### src/rtl/cpu_seq_pkg.sv
// Shared definitions for the CPU program sequencer: word layout, op/select codes, FSM states.
package cpu_seq_pkg;

    localparam int unsigned WORD_W   = 17;
    localparam int unsigned LOAD_BIT = 16;
    localparam int unsigned CIN_BIT  = 15;
    localparam int unsigned SEL_HI   = 14;
    localparam int unsigned SEL_LO   = 12;
    localparam int unsigned OP_HI    = 11;
    localparam int unsigned OP_LO    = 8;
    localparam int unsigned DATA_HI  = 7;
    localparam int unsigned DATA_LO  = 0;

    localparam int unsigned OPC_W  = 7;
    localparam int unsigned DATA_W = 8;

    // ALU op nibble, shared with the CPU; 4'hB..4'hE pass through unchecked.
    localparam logic [3:0] ALU_ADD = 4'h0;
    localparam logic [3:0] ALU_CPY = 4'hA;
    localparam logic [3:0] OP_HALT = 4'hF;

    // Register select, shared with the CPU.
    localparam logic [2:0] SEL_ACCU = 3'b000;
    localparam logic [2:0] SEL_REG0 = 3'b001;
    localparam logic [2:0] SEL_REG1 = 3'b010;
    localparam logic [2:0] SEL_REG2 = 3'b011;
    localparam logic [2:0] SEL_REG3 = 3'b100;
    localparam logic [2:0] SEL_REG4 = 3'b101;
    localparam logic [2:0] SEL_REG5 = 3'b110;
    localparam logic [2:0] SEL_REG6 = 3'b111;

    typedef struct packed {
        logic       load;
        logic       cin;
        logic [2:0] sel;
        logic [3:0] op;
        logic [7:0] data;
    } prog_word_t;

    typedef enum logic [1:0] {
        ST_IDLE  = 2'd0,
        ST_FETCH = 2'd1,
        ST_ISSUE = 2'd2,
        ST_DONE  = 2'd3
    } state_e;

    // A HALT is a non-load word carrying the HALT op nibble.
    function automatic logic is_halt(input prog_word_t w);
        return (!w.load) && (w.op == OP_HALT);
    endfunction

endpackage

### src/rtl/cpu_sequencer_prog_ram.sv
// Program memory: one synchronous write port, one enabled synchronous read port.
module prog_ram #(
    parameter int unsigned DEPTH = 32,
    parameter int unsigned AW    = $clog2(DEPTH),
    parameter int unsigned W     = 17
) (
    input  logic          clk,
    input  logic          rst,
    input  logic          we,
    input  logic [AW-1:0] waddr,
    input  logic [W-1:0]  wdata,
    input  logic          re,
    input  logic [AW-1:0] raddr,
    output logic [W-1:0]  rdata
);

    logic [W-1:0] mem [DEPTH];
    logic [W-1:0] rdata_q;
    logic [W-1:0] rdata_d;

    // Storage array, deliberately not reset.
    always_ff @(posedge clk) begin
        if (we) begin
            mem[waddr] <= wdata;
        end
    end

    // Read data holds its value unless a read is requested.
    always_comb begin
        rdata_d = rdata_q;
        if (re) begin
            rdata_d = mem[raddr];
        end
    end

    // Read data register.
    always_ff @(posedge clk or posedge rst) begin
        if (rst) begin
            rdata_q <= '0;
        end else begin
            rdata_q <= rdata_d;
        end
    end

    assign rdata = rdata_q;

endmodule

### src/rtl/cpu_sequencer.sv
// Program sequencer: fetches words from on-chip memory and issues one CPU op every two cycles.
module cpu_sequencer
    import cpu_seq_pkg::*;
#(
    parameter int unsigned DEPTH = 32,
    parameter int unsigned AW    = $clog2(DEPTH)
) (
    input  logic          clk,
    input  logic          rst,
    input  logic          prog_we,
    input  logic [AW-1:0] prog_addr,
    input  logic [16:0]   prog_wdata,
    input  logic          start,
    input  logic          pause,
    output logic          busy,
    output logic          done,
    output logic [AW-1:0] pc,
    output logic [6:0]    cpu_opcode,
    output logic [7:0]    cpu_data,
    output logic          cpu_cin,
    output logic          cpu_load,
    output logic          cpu_ce,
    input  logic          cpu_cout,
    output logic          carry_flag
);

    state_e              state_q, state_d;
    logic [AW-1:0]       pc_q, pc_d;
    logic                busy_q, busy_d;
    logic                done_q, done_d;
    logic [OPC_W-1:0]    opc_q, opc_d;
    logic [DATA_W-1:0]   data_q, data_d;
    logic                cin_q, cin_d;
    logic                load_q, load_d;
    logic                ce_q, ce_d;
    logic                carry_q, carry_d;
    logic                cap_q, cap_d;

    logic                ram_we;
    logic                rd_en;
    logic [AW-1:0]       rd_addr;
    logic [WORD_W-1:0]   ram_rdata;
    prog_word_t          rd_word;

    assign ram_we  = prog_we && (state_q == ST_IDLE);
    assign rd_word = prog_word_t'(ram_rdata);

    // The read for the next FETCH is launched on the edge entering FETCH, so the
    // word is already valid while FETCH decides; pause simply holds that word.
    prog_ram #(
        .DEPTH (DEPTH),
        .AW    (AW),
        .W     (WORD_W)
    ) u_prog_ram (
        .clk   (clk),
        .rst   (rst),
        .we    (ram_we),
        .waddr (prog_addr),
        .wdata (prog_wdata),
        .re    (rd_en),
        .raddr (rd_addr),
        .rdata (ram_rdata)
    );

    // Next-state, issue and carry-capture logic.
    always_comb begin
        state_d = state_q;
        pc_d    = pc_q;
        opc_d   = opc_q;
        data_d  = data_q;
        cin_d   = cin_q;
        load_d  = load_q;
        ce_d    = 1'b0;
        cap_d   = 1'b0;
        rd_en   = 1'b0;
        rd_addr = pc_q;
        carry_d = cap_q ? cpu_cout : carry_q;

        case (state_q)
            ST_IDLE: begin
                if (start) begin
                    pc_d    = '0;
                    rd_en   = 1'b1;
                    rd_addr = '0;
                    state_d = ST_FETCH;
                end
            end
            ST_FETCH: begin
                if (!pause) begin
                    if (is_halt(rd_word)) begin
                        state_d = ST_DONE;
                    end else begin
                        opc_d   = {rd_word.sel, rd_word.op};
                        data_d  = rd_word.data;
                        cin_d   = rd_word.cin;
                        load_d  = rd_word.load;
                        ce_d    = 1'b1;
                        state_d = ST_ISSUE;
                    end
                end
            end
            ST_ISSUE: begin
                load_d = 1'b0;
                cap_d  = !load_q;
                if (pc_q == AW'(DEPTH - 1)) begin
                    state_d = ST_DONE;
                end else begin
                    pc_d    = pc_q + AW'(1);
                    rd_en   = 1'b1;
                    rd_addr = pc_q + AW'(1);
                    state_d = ST_FETCH;
                end
            end
            ST_DONE: begin
                state_d = ST_IDLE;
            end
            default: begin
                state_d = ST_IDLE;
            end
        endcase

        busy_d = (state_d == ST_FETCH) || (state_d == ST_ISSUE);
        done_d = (state_d == ST_DONE);
    end

    // State and output registers.
    always_ff @(posedge clk or posedge rst) begin
        if (rst) begin
            state_q <= ST_IDLE;
            pc_q    <= '0;
            busy_q  <= 1'b0;
            done_q  <= 1'b0;
            opc_q   <= '0;
            data_q  <= '0;
            cin_q   <= 1'b0;
            load_q  <= 1'b0;
            ce_q    <= 1'b0;
            carry_q <= 1'b0;
            cap_q   <= 1'b0;
        end else begin
            state_q <= state_d;
            pc_q    <= pc_d;
            busy_q  <= busy_d;
            done_q  <= done_d;
            opc_q   <= opc_d;
            data_q  <= data_d;
            cin_q   <= cin_d;
            load_q  <= load_d;
            ce_q    <= ce_d;
            carry_q <= carry_d;
            cap_q   <= cap_d;
        end
    end

    assign busy       = busy_q;
    assign done       = done_q;
    assign pc         = pc_q;
    assign cpu_opcode = opc_q;
    assign cpu_data   = data_q;
    assign cpu_cin    = cin_q;
    assign cpu_load   = load_q;
    assign cpu_ce     = ce_q;
    assign carry_flag = carry_q;

endmodule

### config.mk
export PLATFORM = sky130hd
export DESIGN_NAME = cpu_sequencer
export DESIGN_NICKNAME = d
export VERILOG_FILES = /design/src/rtl/cpu_seq_pkg.sv /design/src/rtl/cpu_sequencer_prog_ram.sv /design/src/rtl/cpu_sequencer.sv
export SDC_FILE = /design/constraint.sdc
export NUM_CORES = 1
export LEC_CHECK = 0
export CAP_MARGIN = 20
export CORE_ASPECT_RATIO = 1.4
export CORE_UTILIZATION = 55
export DETAILED_ROUTE_END_ITERATION = 7
export PLACE_DENSITY = 0.83
export SLEW_MARGIN = 30
export SYNTH_ARGS = -nofsm -noshare
export SYNTH_HDL_FRONTEND = slang
export SYNTH_SLANG_ARGS = --single-unit
### constraint.sdc
create_clock -name clk -period 3.3 [get_ports clk]
set_clock_uncertainty 0.15 [all_clocks]
set_input_delay 0.99 -clock clk [delete_from_list [all_inputs] [get_ports clk]]
set_output_delay 0.99 -clock clk [all_outputs]
set_load 0.01 [all_outputs]
==> impl_results.md <==
* Vias in the first global route at 16300
* Worst EP arrival at 3.60 ns
* YS warnings at 0
* TritonCTS clock tree: built
* Crit path to: u_prog_ram.rdata[16]$_DFFE_PP0P_
* Final HPWL DP at 37.7 mm
* Setup WS post-layout at 0.00773 ns
* Crit start category: primary input
* GRT Total Usage at 0.299
* Critical Path Max Stage Delay at 0.51 ns
* Crit path cell chain: clkdlybuf4s50_1 -> buf_4 -> o21bai_1 -> nand2_1 -> and2_4 -> clkinv_2 -> buf_12 -> buf_4 -> a211oi_1 -> o31ai_1 -> nor4_2 -> buf_4 -> nor3_1
* Number of flops mapped to enable cells by yosys at 544
* Total chip power at 19.6 mW
* CP most frequent cell: buf_4
* Starting Density at 0.558
* First-pass GRT wire length at 95.7 mm
* RSZ-0062 raised after global routing: no
* Largest cells by area after synthesis: edfxtp_1 (69%), dfrtp_1 (4.9%), a211oi_1 (4.3%)
* Core area at 42300 sq um
* I/O Pins at 54
* Fin cells at 2353
* Clk buf depth at 3
* WP buf/inv at 6
* Drt total wl at 64.7 mm
* DR vias at 15900
* CTS buffer count at 49
* Maximum vdd ir drop at 443 uV
* # clock sinks at 590
* Final-stage net count at 1796
* Pwr dens at 695 nW/um^2
* R2R Path Start: pc[1]$_DFF_PP0_
* Commonest non-fill, non-tap cell in the layout: edfxtp_1
* Highest fanout seen on the critical path at 20
* Leak Pwr at 9.85 nW
* Seq/Total Area, Yosys at 0.740
* Hold path depth at 1
* #FFs+latches synth at 590
* Initial antenna violation count at 0
* Worst R2R Path Depth at 12
* Die Area at 43800 sq um
* DR iter-0 viols at 2108
* H-tree levels at 2
* Fillers at 2562
* Die boundary height at 247 um
* Die width at 177 um
* Fraction of registers with async set/reset at 0.0780
* Max-slew violations at 0
* First-pass detailed-route iteration total at 6
* CP Data Required Time at 3.61 ns
* Share of layout cells above drive strength 1 at 0.212
* Critical Path Slowest Stage Cell: clkdlybuf4s50_1
* WL/cell at 27.5 um
* Area occupied by multi-input gates at 5600 sq um
* Post-synth top area share at 0.691
* Crit path time final at 3.29 ns
* PortBufs at 53
* Net count after synthesis at 1609
* Post-synth top area cell: edfxtp_1
* Most frequent cells in the layout: edfxtp_1 (544), nand2_1 (230), buf_4 (156), and3_1 (145), a211oi_1 (136)
* Dpl ws at -0.519 ns
* Post-Synthesis Mean Instance Area at 15.0 sq um
* Post-synth cell types at 61
* Final-report hold violation count at 0
* FF-to-FF setup slack at 0.08 ns
* # DRC at 0
* Placed cells at 2259
* Clock Latency Late Sink at 0.59 ns
* Max Cap Viol at 0
* Largest net degree at the start of global routing at 76
* Worst path depth at 13
* Cell Area, Placed at 26500 sq um
* Gpl congestion at 0.890
* Final Util at 0.667
* Most used DFF post-synth: edfxtp_1
* Status: finished, final reports clean
* Cell Area, Synth at 23600 sq um
* FF/Latch Area at 17500 sq um
* Clock transition at path regs at 0.07 ns
* Fin Hold WS at 0.359 ns
* CP startpoint: start
* Rows at 89
* Reg2reg end: u_prog_ram.rdata[16]$_DFFE_PP0P_
* Slew Limit Headroom at 0.599
* Antenna-violating nets left at 0
* Antenna cells at 0
* Overflow after GRT at 0
* Setup CP Type: in -> reg
* Fmax at 304 MHz
* Fin Setup TNS at 0 ns
* Gate Count Post-Synth at 1579
* # setup viols final at 0
* Worst-Margin Slew at 0.586 ns
* CP endpoint kind: register
* Clk root buf: clkbuf_16
* Worst min-delay path category: reg -> reg
* Synth-to-Final Area Change at 19.4%
* CTS Hold Bufs at 0
* Fin area at 28200 sq um
* Via/cell ratio at 6.76
* Cell family with most CP delay: buffers and inverters
* Final period utilization at 0.998
-- synthesized netlist by cell type (all sizes together) (2+ instances only) --
cell type  count
a2111oi       14
a211oi       148
a21boi         3
a21oi          2
a311oi        99
a31oi          5
and2           4
and3         145
buf           59
clkbuf        65
dfrtp         46
edfxtp       544
ha             2
inv            7
mux2          19
mux2i         18
nand2        231
nand2b         2
nand3          9
nand3b         4
nand4          5
nor2          61
nor3          14
nor4          31
o211ai         2
o21ai          3
o31ai         16
or3            2
or3b           4
-- timing repair --
action,4_1_cts,5_1_grt
endpoints found under the setup margin,0,11
gates resized for setup,0,8
buffers inserted,0,2
-- where the power goes --
part	switching (mW)	internal [mW]	total (mW)
clock	2.64	3.38	6.02
sequential	0.287	8.49	8.77
combinational	2.75	2.06	4.81
-- cell type report --
cell class / count / area share
clock buffer: 60 / 0.0475
clock inverter: 32 / 0.0118
inverter: 8 / 0.00120
multi-input combinational: 857 / 0.199
sequential: 590 / 0.620
tap: 546 / 0.0242
timing repair buffer: 260 / 0.0965
-- sequential cells by signal, indices dropped and copies added (netlist names) --
signal	cells
done	1
cpu_cin	1
cpu_ce	1
cap_q	1
u_prog_ram.mem	544
carry_flag	1
pc	5
cpu_load	1
state_q	2
busy	1
cpu_opcode	7
u_prog_ram.rdata	17
cpu_data	8
-- worst min path at each step --
stage / start / end / slack (ns)
after global routing: cpu_load$_DFFE_PP0P_ / cap_q$_DFF_PP0_ / 0.37
after CTS: cpu_data[5]$_DFFE_PP0P_ / cpu_data[5]$_DFFE_PP0P_ / 0.37
after global placement: cap_q$_DFF_PP0_ / carry_flag$_DFFE_PP0P_ / 0.34
after detailed placement: cpu_data[0]$_DFFE_PP0P_ / cpu_data[0]$_DFFE_PP0P_ / 0.34
after floorplan: cap_q$_DFF_PP0_ / carry_flag$_DFFE_PP0P_ / 0.33
final: cap_q$_DFF_PP0_ / carry_flag$_DFFE_PP0P_ / 0.36
-- kinds of logic (layout without fill, tap and decap cells) --
| group | count (synthesis) | after routing | synth area share |
|---|---|---|---|
| mux | 38 | 38 | 0.0182 |
| compound gates | 302 | 302 | 0.105 |
| flops | 590 | 590 | 0.740 |
| fa+ha+maj | 2 | 2 | 0.00106 |
| simple gates | 515 | 515 | 0.107 |
| buf+inv | 132 | 360 | 0.0284 |
-- worst register-to-register path, stage by stage (launching register included) --
cell and delay, ns:
dfrtp_1 0.43, ha_2 0.29, nand4_2 0.18, mux2_2 0.30, and2_4 0.22, clkinv_2 0.11, buf_12 0.18, buf_4 0.20
a211oi_1 0.29, o31ai_1 0.15, nor4_2 0.36, buf_4 0.19, nor3_1 0.05
-- per-layer routing --
metal,part of all wire,global-route usage,vias to the layer above
met3,0.11,0.0503,306
met1,0.33,0.355,7708
met5,0,0,-
met4,0.075,0.219,0
met2,0.49,0.490,1261
li1,-,-,6626
(Power assumes the default switching activity.)
